[src/rtl/pulse_sync_pkg.sv]
// pulse_sync_pkg: shared definitions for the toggle-based pulse crossing.
//   SYNC_STAGES_DEF : default synchroniser depth
//   pulse_state_e   : receive-side occupancy state (IDLE / PENDING / FULL)
//   capacity()      : number of events a CNT_W-bit pending counter can hold
package pulse_sync_pkg;

  localparam int SYNC_STAGES_DEF = 2;

  typedef enum logic [1:0] {
    IDLE    = 2'd0,
    PENDING = 2'd1,
    FULL    = 2'd2
  } pulse_state_e;

  // Saturation point of the pending counter: all-ones of cnt_w bits.
  function automatic int capacity(input int cnt_w);
    return (32'sd1 <<< cnt_w) - 32'sd1;
  endfunction

endpackage

[src/rtl/sync_bit.sv]
// sync_bit: N-flop single-bit synchroniser with asynchronous active-low reset.
// Also used on the sender side for the acknowledge path.
//   clk   : destination clock
//   rst_n : asynchronous active-low reset, clears every stage
//   d     : asynchronous input bit
//   q     : synchronised output (last stage)
module sync_bit #(
  parameter int N = 2
) (
  input  logic clk,
  input  logic rst_n,
  input  logic d,
  output logic q
);

  logic [N-1:0] chain_r;

  // Shift the asynchronous bit through the flop chain.
  always_ff @(posedge clk or negedge rst_n) begin
    if (!rst_n) begin
      chain_r <= {N{1'b0}};
    end else begin
      chain_r <= {chain_r[N-2:0], d};
    end
  end

  assign q = chain_r[N-1];

endmodule

[src/rtl/pulse_sync_rx.sv]
// pulse_sync_rx: receive end of a toggle-based pulse crossing (clk_b domain).
// Each edge of toggle_i becomes one event held in a saturating pending counter
// and offered to a consumer over valid/ready; an acknowledge toggle goes back.
//   clk_b        : receive clock
//   rstn_b       : asynchronous active-low reset
//   toggle_i     : request toggle from the sender (asynchronous)
//   ack_toggle_o : acknowledge toggle to the sender (registered)
//   pulseB_o     : event valid, high while events are pending
//   ready_i      : consumer accept
//   pend_cnt_o   : number of pending events
//   overflow_o   : sticky lost-event flag
//   clr_ovf_i    : synchronous clear of overflow_o
module pulse_sync_rx
  import pulse_sync_pkg::*;
#(
  parameter int SYNC_STAGES   = SYNC_STAGES_DEF,
  parameter int CNT_W         = 2,
  parameter bit ACK_ON_ACCEPT = 1'b1
) (
  input  logic             clk_b,
  input  logic             rstn_b,
  input  logic             toggle_i,
  output logic             ack_toggle_o,
  output logic             pulseB_o,
  input  logic             ready_i,
  output logic [CNT_W-1:0] pend_cnt_o,
  output logic             overflow_o,
  input  logic             clr_ovf_i
);

  localparam logic [CNT_W-1:0] CNT_MAX  = CNT_W'(capacity(CNT_W));
  localparam logic [CNT_W-1:0] CNT_ONE  = CNT_W'(1);
  localparam logic [CNT_W-1:0] CNT_ZERO = CNT_W'(0);

  logic             sync_q_s;
  logic             sync_d_r;
  logic             ev_s;
  logic             acc_s;
  logic             sat_s;
  logic             lost_s;
  logic             ack_flip_s;
  logic [CNT_W-1:0] cnt_r;
  logic [CNT_W-1:0] cnt_nxt_s;
  pulse_state_e     state_nxt_s;
  logic             valid_r;
  logic             ovf_r;
  logic             ack_r;

  sync_bit #(.N(SYNC_STAGES)) u_sync (
    .clk   (clk_b),
    .rst_n (rstn_b),
    .d     (toggle_i),
    .q     (sync_q_s)
  );

  // A level change between the last sync stage and its delayed copy is one event.
  assign ev_s   = sync_q_s ^ sync_d_r;
  assign acc_s  = valid_r & ready_i;
  assign sat_s  = (cnt_r == CNT_MAX);
  assign lost_s = ev_s & ~acc_s & sat_s;

  // Next pending count: arrival and accept on the same edge cancel out.
  always_comb begin
    cnt_nxt_s = cnt_r;
    case ({ev_s, acc_s})
      2'b10: begin
        if (sat_s) begin
          cnt_nxt_s = cnt_r;
        end else begin
          cnt_nxt_s = cnt_r + CNT_ONE;
        end
      end
      2'b01:   cnt_nxt_s = cnt_r - CNT_ONE;
      default: cnt_nxt_s = cnt_r;
    endcase
  end

  // Occupancy state of the next count; valid is registered from it.
  always_comb begin
    state_nxt_s = PENDING;
    if (cnt_nxt_s == CNT_ZERO) begin
      state_nxt_s = IDLE;
    end else if (cnt_nxt_s == CNT_MAX) begin
      state_nxt_s = FULL;
    end else begin
      state_nxt_s = PENDING;
    end
  end

  // Choose which edge flips the acknowledge toggle.
  always_comb begin
    ack_flip_s = 1'b0;
    if (ACK_ON_ACCEPT) begin
      ack_flip_s = acc_s;
    end else begin
      ack_flip_s = ev_s;
    end
  end

  // Edge-detect copy, counter, valid, sticky overflow and acknowledge toggle.
  always_ff @(posedge clk_b or negedge rstn_b) begin
    if (!rstn_b) begin
      sync_d_r <= 1'b0;
      cnt_r    <= CNT_ZERO;
      valid_r  <= 1'b0;
      ovf_r    <= 1'b0;
      ack_r    <= 1'b0;
    end else begin
      sync_d_r <= sync_q_s;
      cnt_r    <= cnt_nxt_s;
      valid_r  <= (state_nxt_s != IDLE);
      // A lost event takes priority over a coincident clear.
      if (lost_s) begin
        ovf_r <= 1'b1;
      end else if (clr_ovf_i) begin
        ovf_r <= 1'b0;
      end else begin
        ovf_r <= ovf_r;
      end
      ack_r <= ack_r ^ ack_flip_s;
    end
  end

  assign pend_cnt_o   = cnt_r;
  assign pulseB_o     = valid_r;
  assign overflow_o   = ovf_r;
  assign ack_toggle_o = ack_r;

endmodule

[config.mk]
export PLATFORM = sky130hd
export DESIGN_NAME = pulse_sync_rx
export DESIGN_NICKNAME = d
export VERILOG_FILES = /design/src/rtl/pulse_sync_pkg.sv /design/src/rtl/sync_bit.sv /design/src/rtl/pulse_sync_rx.sv
export SDC_FILE = /design/constraint.sdc
export NUM_CORES = 1
export LEC_CHECK = 0
export ABC_AREA = 1
export CORE_AREA = 5 5 42 44
export CTS_CLUSTER_SIZE = 10
export DETAILED_ROUTE_END_ITERATION = 8
export DIE_AREA = 0 0 47 49
export GPL_TIMING_DRIVEN = 0
export PLACE_DENSITY_LB_ADDON = 0.2
export SYNTH_ARGS = -nofsm -noshare
export SYNTH_HDL_FRONTEND = slang
export SYNTH_SLANG_ARGS = --single-unit
[constraint.sdc]
create_clock -name clk_b -period 1.5 [get_ports clk_b]
set_input_delay 0.45 -clock clk_b [delete_from_list [all_inputs] [get_ports clk_b]]
set_output_delay 0.45 -clock clk_b [all_outputs]
set_load 0.01 [all_outputs]
Word-level counts from Yosys, hierarchy flattened
Index checks and enable logic that the tools add are counted.
W data, S select, Z words.
{ "totals": {"register_bits": 8, "input_bits": 5, "output_inout_bits": 5, "word_cells": 27} }
{ "classes": {"addsub": 2, "eq_ne": 4, "muxes": 6, "bitwise": 6, "reduce_logical": 3} }
{ "ops": {"columns": ["cell", "n"], "rows": [
  ["$eq A2 B2 Y1 const B", 3],
  ["$mux W2", 3],
  ["$pmux W2 S2", 1],
  ["$reduce_bool A2 Y1", 2],
  ["$and A1 B1 Y1", 3],
  ["$add A2 B1 Y2 const B", 1],
  ["$eq A2 B1 Y1 const B", 1],
  ["$logic_not A2 Y1", 1],
  ["$mux W1", 2],
  ["$sub A2 B1 Y2 const B", 1],
  ["$xor A1 B1 Y1", 2],
  ["$not A1 Y1", 1]
]} }

Logic depth before layout (Yosys ltp)
Gate-level depths: netlist of run 1.
{ "depth": {"depth_word": 7, "ltp_mapped": 7, "depth_no_buf": 7} }

By module
A second synthesis of run 1 with hierarchy kept.
{ "unflattened": {"hier_cells": 40, "hier_area_um2": 377.9} }
{ "modules_own_cells": {"columns": ["mod", "n_inst", "cells_each", "area_per_inst_um2", "seq_area_each_um2"], "rows": [
  ["pulse_sync_rx", 1, 38, 327.8, 150.1],
  ["sync_bit", 1, 2, 50.0, 50.0]
]} }

Worst setup path after synthesis of run 1
OpenSTA, ideal clock, no wires.
{ "synth_path": {"path_kind": "input -> register", "start": "input ready_i", "end": "register valid_r (netlist: pulseB_o)", "setup_time_ns": 0.118, "arrival_ns": 1.093, "required_ns": 1.382, "setup_slack_ns": 0.290, "path_stages": 6, "path_buffers": 0, "path_cell_list": "nand2_1 ha_1 inv_1 nand3_1 nand2_1 nand2_1"} }
{ "synth_between": {"elab_chain_cells": 7, "word_cells_on_any_way": 9, "classes_between": "eq/ne (3); mux (3); bitwise (1); reduce/logical (2)"} }
{ "synth_rtl": {"columns": ["item", "line", "rtl"], "rows": [
  ["from (decl)", "pulse_sync_rx.sv:25", "input logic ready_i,"],
  ["$and A1 B1 Y1 (*)", "pulse_sync_rx.sv:58", "assign acc_s = valid_r & ready_i;"],
  ["$eq A2 B1 Y1 / $eq A2 B2 Y1 (equally long branches)", "pulse_sync_rx.sv:65", "case ({ev_s, acc_s})"],
  ["$pmux W2 S2 (*)", "pulse_sync_rx.sv:65", null],
  ["$eq A2 B2 Y1", "pulse_sync_rx.sv:83", "end else if (cnt_nxt_s == CNT_MAX) begin"],
  ["$mux W2", "pulse_sync_rx.sv:83", null],
  ["$mux W2 (*)", "pulse_sync_rx.sv:81", "if (cnt_nxt_s == CNT_ZERO) begin"],
  ["$reduce_bool A2 Y1 (*)", "pulse_sync_rx.sv:111", "valid_r <= (state_nxt_s != IDLE);"],
  ["to (signal assigned)", "pulse_sync_rx.sv:111", null],
  ["to (decl)", "pulse_sync_rx.sv:45", "logic valid_r;"]
]} }
Mark *: on every way between the ends. The rest lies on a longest branch, timed or not.
A chain may end at the register's enable or synchronous reset.

Worst setup path in the final report of run 1
Same ends and word-level chain as after synthesis.

==> results of run 1 <==
critical path, cell delays in order:
cell and delay [ns]:
clkdlybuf4s50_1 0.47, nand2_2 0.09, ha_4 0.25, inv_1 0.06, nand3_1 0.07, nand2_1 0.08
nand2_1 0.06
power by group:
part | leakage [uW] | total (uW) | switching, uW | internal, uW
Sequential | 0.0000938 | 324 | 39.2 | 285
Clock | 0.0000138 | 156 | 65.0 | 91.0
Combinational | 0.000175 | 397 | 213 | 184
final cells by class:
class | count | area [um^2]
multi-input cells | 21 | 151.4
clock buffers | 3 | 22.52
repair buffers | 10 | 91.34
fillers | 154 | 874.6
flip-flops and latches | 8 | 200.2
inverters | 11 | 41.29
well taps | 16 | 20.02
metrics by stage:
stage | setup TNS, ns | hold WS [ns] | area, um^2 | cells | setup WS (ns)
floorplan | 0 | 0.1544 | 377.9 | 40 | 0.2896
global placement | -0.7714 | 0.3360 | 488.0 | 65 | -0.2621
detailed placement | -0.8184 | 0.3405 | 488.0 | 65 | -0.2709
CTS | 0 | 0.3509 | 511.7 | 69 | 0.005398
global route | 0 | 0.3651 | 526.8 | 69 | 0.03085
finish | 0 | 0.3480 | 526.8 | 69 | 0.1034
registers in the layout (all words and copies together), names as in the netlist:
signal          count
pend_cnt_o          2
u_sync.chain_r      2
ack_toggle_o        1
overflow_o          1
pulseB_o            1
sync_d_r            1
per-layer routing:
layer  up-vias  track usage
met5         -            0
met4         0       0.1106
met3         4      0.01107
met1       121      0.07883
li1        141            -
met2         8      0.09729
worst min path at each step:
stage / from / endpoint / cells past startpoint
2_1_floorplan: rstn_b / ack_toggle_o / 0
3_3_place_gp: u_sync.chain_r[0] / u_sync.chain_r[1] / 0
4_1_cts: u_sync.chain_r[0] / u_sync.chain_r[1] / 0
5_1_grt: u_sync.chain_r[0] / u_sync.chain_r[1] / 0
6_report: u_sync.chain_r[0] / u_sync.chain_r[1] / 0
3_5_place_dp: u_sync.chain_r[0] / u_sync.chain_r[1] / 0
cells in the final DEF, fill, tap and decap left out, types with 2 or more instances in the layout:
| cell | Yosys | layout |
|---|---|---|
| dlygate4sd2_1 | 0 | 5 |
| clkdlybuf4s50_1 | 0 | 4 |
| nand3_1 | 2 | 2 |
| nand2_1 | 11 | 10 |
| dfrtp_1 | 8 | 8 |
| inv_1 | 10 | 10 |
| clkbuf_4 | 0 | 3 |
| ha_1 | 5 | 4 |
kinds of logic after synthesis:
kind of cell	Yosys count	synth area share
adder cells (fa/ha/maj)	5	0.1656
AO/OA/AOI/OAI	1	0.01323
flip-flops	8	0.5298
buffers and inverters	11	0.1093
AND/OR/NAND/NOR	13	0.1358
XOR/XNOR	2	0.04637
what timing repair did:
item,in CTS,in global routing
resized for setup,5,2
endpoints found under the setup margin,5,3
hold buffers,0,0
setup buffers,1,0
==> flow_summary.json, run 1 <==
{
  "netlist_area_um2": 377.9,
  "status": "finished, final reports clean",
  "insertion_delay_ns": 0.25,
  "end_kind": "flop",
  "grt_overflow": 0,
  "grt_pass1_vias": 276,
  "syn_to_final_growth_pct": 39.40,
  "wl_per_cell_um": 8.797,
  "postSynthAreaPerCell_um2": 9.447,
  "ant_nets": 0,
  "slew_headroom": 0.7794,
  "drive_gt1_frac": 0.1321,
  "synth_top_cell_area_share": 0.5298,
  "arrival_ns": 1.54,
  "netlist_instances": 40,
  "dr_wl_met2_um": 268,
  "maxCapViolations": 0,
  "rows": 14,
  "drt_iter0_markers": 4,
  "die_h_um": 49,
  "vias": 274,
  "hold_class": "reg -> reg",
  "final_nets": 65,
  "synthArstFlopShare": 1.000,
  "htreeDepth": 1,
  "critical_path.endpoint": "pulseB_o",
  "antenna_found_initial": 0,
  "grt_max_degree": 9,
  "highest_layer": "met4",
  "drt-vias-per-instance": 3.971,
  "place_hpwl_um": 495,
  "ys_seq_area_frac": 0.5298,
  "critPathLaunch": "ready_i",
  "ys_top_cells_by_area": "dfrtp_1 (53%), ha_1 (17%), nand2_1 (11%)",
  "path_clk_slew_ns": 0.05,
  "start_util": 0.2696,
  "layout_min_cycle_time_ns": 1.397,
  "p_leak_uw": 0.0002826,
  "rsz0062_at_grt": "no",
  "grtUsageTotal": 0.07452,
  "ios": 10,
  "post-route-util": 0.3759,
  "die_area_um2": 2303,
  "root_buffer": "clkbuf_4",
  "synth_seq_cells": 8,
  "synth_flop_cell": "dfrtp_1",
  "routedLengthMet1_um": 278,
  "irDropWorstVdd_mv": 0.6672,
  "skew_ns": 0.006421,
  "synth_common_cells": "nand2_1 (11), inv_1 (10), dfrtp_1 (8)",
  "ys_types": 9,
  "place_congestion": 0.6081,
  "p_per_area_nw_per_um2": 1665,
  "post-route-period-util": 0.9311,
  "diodes": 0,
  "path_class": "in -> reg",
  "synth_edf_count": 0,
  "die_width_um": 47,
  "cts_sinks": 8,
  "cp_max_fo": 3,
  "first_pass_iters": 2,
  "required_ns": 1.64,
  "worst_pin_slew_ns": 0.3298,
  "slew_violations": 0,
  "max_clock_freq_ghz": 0.7160,
  "cts_made_buffers": 3,
  "yosys.area.top_type": "dfrtp_1",
  "rrSetupSlack_ns": 0.20,
  "setup_violations": 0,
  "port_buffers": 9,
  "reg2reg_from": "u_sync.chain_r[1]",
  "design.core.area_um2": 1401,
  "finalHoldViolCount": 0,
  "ys_warn_count": 0,
  "wirelength_um": 607,
  "power_uw": 876.8,
  "critPathLaunchType": "input port",
  "cts_buffer_depth": 2,
  "yosysMostFrequentCell": "nand2_1",
  "r2r_cells": 7,
  "grt_pass1_wl_um": 1124,
  "drc": 0,
  "met3_length_um": 21,
  "reg2reg_to": "pulseB_o",
  "syn_nets": 50,
  "cts_tree": "yes"
}
No activity file was read; power rests on OpenSTA's default activity.
==> inputs of run 2 (changes only) <==
Settings changed: CORE_AREA 5 5 42 44 to 2 2 39 41, DIE_AREA 0 0 47 49 to 0 0 41 43.
==> run 2 against run 1 <==
Compared with the run above: cell area is 1.4% lower; worst setup slack worse by 0.017 ns; worst hold slack better by 0.00082 ns; via count is 4.0% lower; count of clock-buffer cells in the layout stayed put; critical endpoint is now pend_cnt_o[0]; first-iteration DRC count is 50% lower; total power is 2.1% lower; critical path type is now reg -> out; critical path depth is 6 lower; largest cell class unchanged; clock skew hardly changed; die area is 23% lower; register-to-register slack hardly changed.
==> flow_summary.json, run 2 (same netlist as run 1, synthesis figures left out) <==
{
  "status": "finished, final reports clean",
  "p_int_uw": 544.1,
  "rows": 14,
  "r2r_cells": 7,
  "end_kind": "output port",
  "ios": 10,
  "cp_max_fo": 4,
  "die_width_um": 41,
  "root_buffer": "clkbuf_4",
  "critPathMaxStageDelay_ns": 0.41,
  "dp_slack_ns": -0.2606,
  "die_area_um2": 1763,
  "final_nets": 64,
  "insertion_delay_ns": 0.25,
  "hold_class": "reg -> reg",
  "maxCapViolations": 0,
  "cts_made_buffers": 3,
  "rsz0062_at_grt": "no",
  "max_clock_freq_ghz": 0.7075,
  "cts_buffer_depth": 2,
  "cts_hold_repair.buffers": 0,
  "path_class": "reg -> out",
  "combPwrFrac": 0.424,
  "p_seq_frac": 0.385,
  "placed_area_um2": 488.0,
  "first_pass_iters": 3,
  "grt_pass1_wl_um": 972,
  "path_clk_slew_ns": 0.06,
  "crit_family": "flip-flops",
  "skew_ns": 0.006002,
  "critPathLaunchType": "flop",
  "die_h_um": 43,
  "post-route-period-util": 0.9423,
  "grt_max_degree": 9,
  "cts_sinks": 8,
  "p_switching_uw": 314.5,
  "finalInstanceArea_um2": 519.2,
  "setup_violations": 0,
  "antenna_found_initial": 0,
  "vias": 263,
  "drt_iter0_markers": 2,
  "busiest_layer": "met2",
  "required_ns": 1.05,
  "crit_cells": 1,
  "fin_cells": 68,
  "arrival_ns": 0.96,
  "p_per_area_nw_per_um2": 1653,
  "drt-vias-per-instance": 3.868,
  "slew_violations": 0,
  "worst_pin_slew_ns": 0.3548,
  "wirelength_um": 570,
  "design.core.area_um2": 1384,
  "wl_per_cell_um": 8.382,
  "crit_slowest_cell": "dfrtp_1",
  "drive_gt1_frac": 0.1154,
  "cts_setup_buffers": 0,
  "whs_path_depth": 0,
  "pwr-share-clk": 0.191,
  "htreeDepth": 1,
  "use_met3": 0.03141,
  "grt_overflow": 0,
  "place_hpwl_um": 443.7,
  "layout_common_cells": "inv_1 (10), nand2_1 (10), dfrtp_1 (8), dlygate4sd2_1 (5)",
  "layout_min_cycle_time_ns": 1.414,
  "drc": 0,
  "place_congestion": 0.7544,
  "diodes": 0,
  "p_leak_uw": 0.0002778,
  "setup_ws_ns": 0.08649,
  "cts_tree": "yes",
  "port_buffers": 9,
  "placedCellCount": 65,
  "ant_nets": 0,
  "worst-path-buf-inv": 1,
  "fillers": 141,
  "start_util": 0.2731,
  "syn_to_final_growth_pct": 37.42,
  "grtUsageTotal": 0.08859,
  "grt_pass1_vias": 258,
  "irDropWorstVdd_mv": 0.5486,
  "crit_chain": "dlygate4sd2_1",
  "swShare": 0.3663,
  "slew_headroom": 0.7627,
  "use_met1": 0.1010,
  "met2_usage": 0.1125,
  "finalHoldViolCount": 0
}
==> run 2: final timing paths <==
check                                       start                end  slack (ns)
worst min-delay path            u_sync.chain_r[0]  u_sync.chain_r[1]        0.35
worst max-delay path                pend_cnt_o[0]      pend_cnt_o[0]        0.09
worst min register to register  u_sync.chain_r[0]  u_sync.chain_r[1]        0.35
worst max register to register           sync_d_r           pulseB_o        0.21
max in group asynchronous                  rstn_b       ack_toggle_o        0.77
min in group asynchronous                  rstn_b           sync_d_r        0.47
==> run 2: through the flow <==
step                        util  hold WS (ns)  power (uW)  setup TNS (ns)
final                     0.3752        0.3488       858.6               0
after detailed placement  0.3526        0.3405       731.9         -0.7776
after global placement    0.3526        0.3365       733.9         -0.7415
after floorplan                -        0.1544       554.8               0
after CTS                 0.3644        0.3528       863.8               0
after global routing      0.3752        0.3662       947.1               0
==> run 2: final cells by class <==
type	instances	area, um^2	area share
inverters	11	41.29	0.07952
well taps	16	20.02	0.03855
flip-flops and latches	8	200.2	0.3855
repair buffers	9	83.83	0.1614
clock buffers	3	22.52	0.04337
multi-input cells	21	151.4	0.2916
==> run 2: repair_timing <==
item / in CTS / in global routing
endpoints found under the setup margin: 5 / 3
gates cloned: 0 / 0
pin swaps: 0 / 0
gates resized for setup: 5 / 2
==> run 2: routing by layer <==
metal / wire length, um / vias up
met5: 0 / -
met1: 262 / 117
li1: - / 141
met4: 0 / 0
met3: 22 / 0
met2: 285 / 5
==> run 2: power by group through the flow <==
stage	clock network, uW	logic, uW	registers [uW]
finish	164	364	330
global route	188	417	342
CTS	178	356	330
detailed placement	0	396	336
global placement	0	398	336
floorplan	0	191	364
==> RTL change 1 (config.mk and constraints of run 2) <==
Put one more register stage on the output `pend_cnt_o`, with the module's reset. The value now appears one clock later. The other outputs are not delayed to match.
--- a/src/rtl/pulse_sync_rx.sv
+++ b/src/rtl/pulse_sync_rx.sv
@@ -121,7 +121,13 @@
     end
   end
 
-  assign pend_cnt_o   = cnt_r;
+  always_ff @(posedge clk_b or negedge rstn_b) begin
+    if (!rstn_b) begin
+      pend_cnt_o <= '0;
+    end else begin
+      pend_cnt_o <= cnt_r;
+    end
+  end
   assign pulseB_o     = valid_r;
   assign overflow_o   = ovf_r;
   assign ack_toggle_o = ack_r;
Function: changed (Yosys sat finds a counterexample within 4 cycles, from zero or initial values and one cycle with rstn_b low).
==> RTL change 1 against run 2 <==
Combinational power hardly changed; total power is 11% higher; area after synthesis is 13% higher; setup slack better by 37 ps; clock skew is 3.7 ps lower; sequential cell count is 2 higher; routed wire length is 8.6% higher; final area is 9.6% higher; critical endpoint is now pulseB_o$_DFF_PN0_; largest power group is now sequential cells.
==> RTL change 1: results (changes against run 2) <==
Hold Path Sink -> u_sync.chain_r[1]$_DFF_PN0_ (unchanged)
placed inst area -> 538 µm² (was 488 µm²)
R2R Path End -> pulseB_o$_DFF_PN0_ (unchanged)
register area share after synthesis -> 58.5% (was 53.0%)
clock slew at reported path FFs -> 60 ps (about the same)
crit-path max cell delay -> 470 ps (was 410 ps)
Critical R2R Launch -> sync_d_r$_DFF_PN0_ (unchanged)
relative slew slack -> 71.4% (was 76.3%)
ys async rst share -> 100% (unchanged)
largest net degree at the start of global routing -> 11 (was 9)
Tot GR Track Use -> 9.78% (was 8.86%)
WL/cell -> 8.84 µm (was 8.38 µm)
layout cells sized above 1 -> 11.1% (was 11.5%)
xor-xnor portion of the synthesized cell area -> 4.09% (was 4.64%)
Synth Area in Compound Gates -> 1.17% (was 1.32%)
Post-synth top cells -> nand2_1, dfrtp_1, inv_1 (was nand2_1, inv_1, dfrtp_1)
crit path max-delay cell type -> clkdlybuf4s50_1 (was dfrtp_1)
critical path arrival -> 1520 ps (was 960 ps)
Distinct cells, synth -> 9 (unchanged)
R2R Setup Slk -> 150 ps (was 210 ps)
hpwl dp -> 488 µm (was 444 µm)
CP delay by family, top -> buffers and inverters (was flip-flops)
worst hold path depth -> 0 (unchanged)
Syn Inst Count -> 42 (was 40)
multiplexer share of the synthesized area -> 0% (unchanged)
HP Class -> flip-flop to flip-flop (unchanged)
first-pass GRT wire length -> 1.04 mm (was 972 µm)
top cells by area, synth -> dfrtp_1, ha_1, nand2_1 (unchanged)
Layout Nets -> 66 (was 64)
fin cells -> 70 (was 68)
Worst setup startpoint -> ready_i (was pend_cnt_o[0]$_DFF_PN0_)
Post-Synth Adder-Cell Area -> 14.6% (was 16.6%)
routed via count -> 287 (was 263)
Pleak -> 0.000301 µW (was 0.000278 µW)
Hold Crit Start -> u_sync.chain_r[0]$_DFF_PN0_ (unchanged)
yosys warns -> 0 (unchanged)
Setup Buffers After CTS -> 0 (unchanged)
CTS Buf Count -> 3 (unchanged)
Startpoint Class -> primary input (was flip-flop)
CP max FO -> 3 (was 4)
Final GP Congestion -> 0.684 (was 0.754)
Hold Slack -> 353 ps (was 349 ps)
Peak VDD IR -> 731 µV (was 549 µV)
Register-to-Register Path Depth -> 7 (unchanged)
Initial DRC Count -> 3 (was 2)
clk_skew -> 2.33 ps (was 6.00 ps)
status -> finished clean (unchanged)
# fillers -> 149 (was 141)
vias in the first global route -> 256 (was 258)
Placed Cells -> 67 (was 65)
Regs by FF count -> cnt_r x2, pend_cnt_o x2, u_sync.chain_r x2
router iterations before antenna repair -> 4 (was 3)
Syn Nets -> 52 (was 50)
==> RTL change 1: cell types whose count changed in the layout (fill, tap and decap cells not counted), sizes merged <==
cell / delta
dfrtp: +2
==> RTL change 1: kinds of logic after synthesis <==
group,Yosys count
AND/OR/NAND/NOR,13
buffers and inverters,11
flip-flops,10
adder cells (fa/ha/maj),5
XOR/XNOR,2
AO/OA/AOI/OAI,1
==> RTL change 1: layout make-up <==
type	instances	area [µm²]	share of cell area (%)
sequential	10	250	44.0
multi-input combinational	21	151	26.6
timing repair buffer	9	83.8	14.7
inverter	11	41.3	7.25
clock buffer	3	22.5	3.96
tap	16	20.0	3.52
==> RTL change 1: stage by stage <==
step | total power [µW] | setup slack, ps
floorplan | 642 | 290
global placement | 818 | -263
detailed placement | 827 | -272
CTS | 959 | 15.3
global route | 1050 | 1.87
finish | 949 | 123
==> RTL change 1: per-layer routing <==
metal / vias to the layer above / routed length, µm / global-route usage, %
li1: 148 / - / -
met1: 125 / 264 / 9.76
met2: 12 / 282 / 13.4
met3: 2 / 65 / 6.28
met4: 0 / 8 / 8.00
met5: - / 0 / 0
==> RTL change 1: worst max path at each step <==
stage | end | cells past startpoint
after floorplan | pulseB_o$_DFF_PN0_ | 6
after global placement | pulseB_o$_DFF_PN0_ | 7
after detailed placement | pulseB_o$_DFF_PN0_ | 7
after CTS | pulseB_o$_DFF_PN0_ | 7
after global routing | pulseB_o$_DFF_PN0_ | 7
final | pulseB_o$_DFF_PN0_ | 7
==> RTL change 1: what timing repair did <==
| item | CTS | global route |
|---|---|---|
| endpoints found under the setup margin | 6 | 3 |
| gates resized for setup | 5 | 2 |
| pin swaps | 1 | 0 |
| hold buffers | 0 | 0 |
==> RTL change 1: power by group <==
part           switching (µW)  internal [µW]  total, µW
sequential               53.5            365        418
combinational             197            167        364
clock                    74.4           91.7        166
==> RTL change 2 (flow settings as in run 2) <==
Without the edit above. `CNT_W`: 2 -> 3.
--- a/src/rtl/pulse_sync_rx.sv
+++ b/src/rtl/pulse_sync_rx.sv
@@ -14,7 +14,7 @@
   import pulse_sync_pkg::*;
 #(
   parameter int SYNC_STAGES   = SYNC_STAGES_DEF,
-  parameter int CNT_W         = 2,
+  parameter int CNT_W         = 3,
   parameter bit ACK_ON_ACCEPT = 1'b1
 ) (
   input  logic             clk_b,
Ports: changed (resized pend_cnt_o); port bits go from 10 to 11. No check against the original RTL was run, so the function may have changed too.
==> RTL change 2 against run 2 <==
Clock skew shrank 2.1 ps; total power up 26%; final area rose by 24%; sequential cell count rose by 1; routed wire length rose by 41%; setup slack got worse by 1.5 ps; register-to-register slack got worse by 130 ps; area after synthesis increased by 20%; clock power grew 6%; largest power group unchanged.
==> RTL change 2: results (changes against run 2) <==
initial antenna violation count -> 0 (unchanged)
CTS Buf Count -> 3 (unchanged)
Largest register FFs -> 3
Layout Nets -> 78 (was 64)
# diodes -> 0 (unchanged)
CP max FO -> 5 (was 4)
hpwl dp -> 618 µm (was 444 µm)
WL final -> 804 µm (was 570 µm)
# fillers -> 149 (was 141)
clock buffer depth -> 2 (unchanged)
relative slew slack -> 74.8% (was 76.3%)
Peak VDD IR -> 677 µV (was 549 µV)
Syn Nets -> 61 (was 50)
ys async rst share -> 100% (unchanged)
vias in the first global route -> 358 (was 258)
router iterations before antenna repair -> 4 (was 3)
Distinct cells, synth -> 11 (was 9)
status -> finished clean (unchanged)
number of port buffers -> 10 (was 9)
crit path max-delay cell type -> dfrtp_1 (unchanged)
critical path arrival -> 970 ps
register area share after synthesis -> 49.9% (was 53.0%)
first-pass GRT wire length -> 1.49 mm (was 972 µm)
Tot GR Track Use -> 12.8% (was 8.86%)
crit-path max cell delay -> 420 ps
yosys warns -> 0 (unchanged)
worst-skew pair later-pin latency -> 250 ps (about the same)
layout cells sized above 1 -> 29.9% (was 11.5%)
CP delay by family, top -> flip-flops (unchanged)
HP Class -> flip-flop to flip-flop (unchanged)
vias per inst -> 4.24 (was 3.87)
largest net degree at the start of global routing -> 10 (was 9)
pre-CTS setup slack -> -445 ps (was -261 ps)
clock slew at reported path FFs -> 60 ps (about the same)
top cells by area, synth -> dfrtp_1, ha_1, nand2_1 (unchanged)
clk_skew -> 3.92 ps (was 6.00 ps)
Initial DRC Count -> 5 (was 2)
Pleak -> 0.000327 µW (was 0.000278 µW)
CTS root buffer -> clkbuf_4 (unchanged)
Post-synth top cells -> nand2_1, dfrtp_1, inv_1 (was nand2_1, inv_1, dfrtp_1)
Final GP Congestion -> 0.679 (was 0.754)
htree depth -> 1 (unchanged)
RTL change 2: changes by cell type after synthesis, moves of 2 or more:
cell | run 2 | this run
nor2_1 | 0 | 5
nand2_1 | 11 | 15
nand2_2 | 0 | 3
inv_1 | 10 | 8
RTL change 2: worst paths after layout:
kind / to / cells past startpoint / from / slack, ps
hold reg to reg: u_sync.chain_r[1]$_DFF_PN0_ / 0 / u_sync.chain_r[0]$_DFF_PN0_ / 350
setup / recovery: pend_cnt_o[2] / 1 / pend_cnt_o[2]$_DFF_PN0_ / 80
min in group asynchronous: pend_cnt_o[0]$_DFF_PN0_ / 1 / rstn_b / 480
setup reg to reg: pulseB_o$_DFF_PN0_ / 8 / u_sync.chain_r[1]$_DFF_PN0_ / 80
hold / removal: u_sync.chain_r[1]$_DFF_PN0_ / 0 / u_sync.chain_r[0]$_DFF_PN0_ / 350
max in group asynchronous: sync_d_r$_DFF_PN0_ / 1 / rstn_b / 750
RTL change 2: report_power, final:
part / leakage [µW] / switching [µW] / internal (µW)
sequential: 0.000111 / 57.2 / 317
combinational: 0.000202 / 280 / 253
clock: 0.0000150 / 72.7 / 102
total: 0.000327 / 410 / 671
RTL change 2: worst reg2reg max path: cells and delay by family (launching register included):
family | cells | cell delay (ps)
XOR/XNOR | 1 | 240
buffers and inverters | 1 | 60
AND/OR/NAND/NOR | 5 | 340
flip-flops | 1 | 400
adder cells (fa/ha/maj) | 1 | 250
RTL change 2: cell families after synthesis:
logic type	Yosys count	synth area share, %
AOI/OAI and AO/OA	2	2.22
and+or+nand+nor	25	23.5
buffers and inverters	8	6.65
DFF	9	49.9
xor gates and xnor gates	2	3.88
adders and majority gates	5	13.9
RTL change 2: layout make-up:
cell class	count	area share (%)
well taps	16	3.11
repair buffers	12	16.5
flip-flops and latches	9	35.0
multi-input cells	34	36.7
inverters	8	4.66
clock buffers	4	4.08
RTL change 2: metal layers:
layer  part of all wire, %  wire, µm  vias to the layer above  GRT usage [%]
li1                      -         -                      183              -
met1                    42       340                      160           15.9
met2                    53       429                        7           19.1
met3                   3.5        28                        2           1.57
met4                  0.62         5                        0           10.0
met5                     0         0                        -              0
RTL change 2: timing repair:
action                     in CTS  in global routing
pin swaps                       5                  3
buffers inserted                2                  0
setup endpoints to repair      10                  1
resized for setup              15                  4
RTL change 2: through the flow:
stage	util, %	cells	TNS [ps]	area (µm²)	power, µW
5_1_grt	46.6	83	0	644	1180
6_report	46.6	83	0	644	1080
3_5_place_dp	41.3	77	-1450	572	878
3_3_place_gp	41.3	77	-1340	572	878
4_1_cts	46.0	83	0	637	1090
2_1_floorplan	-	51	0	452	672
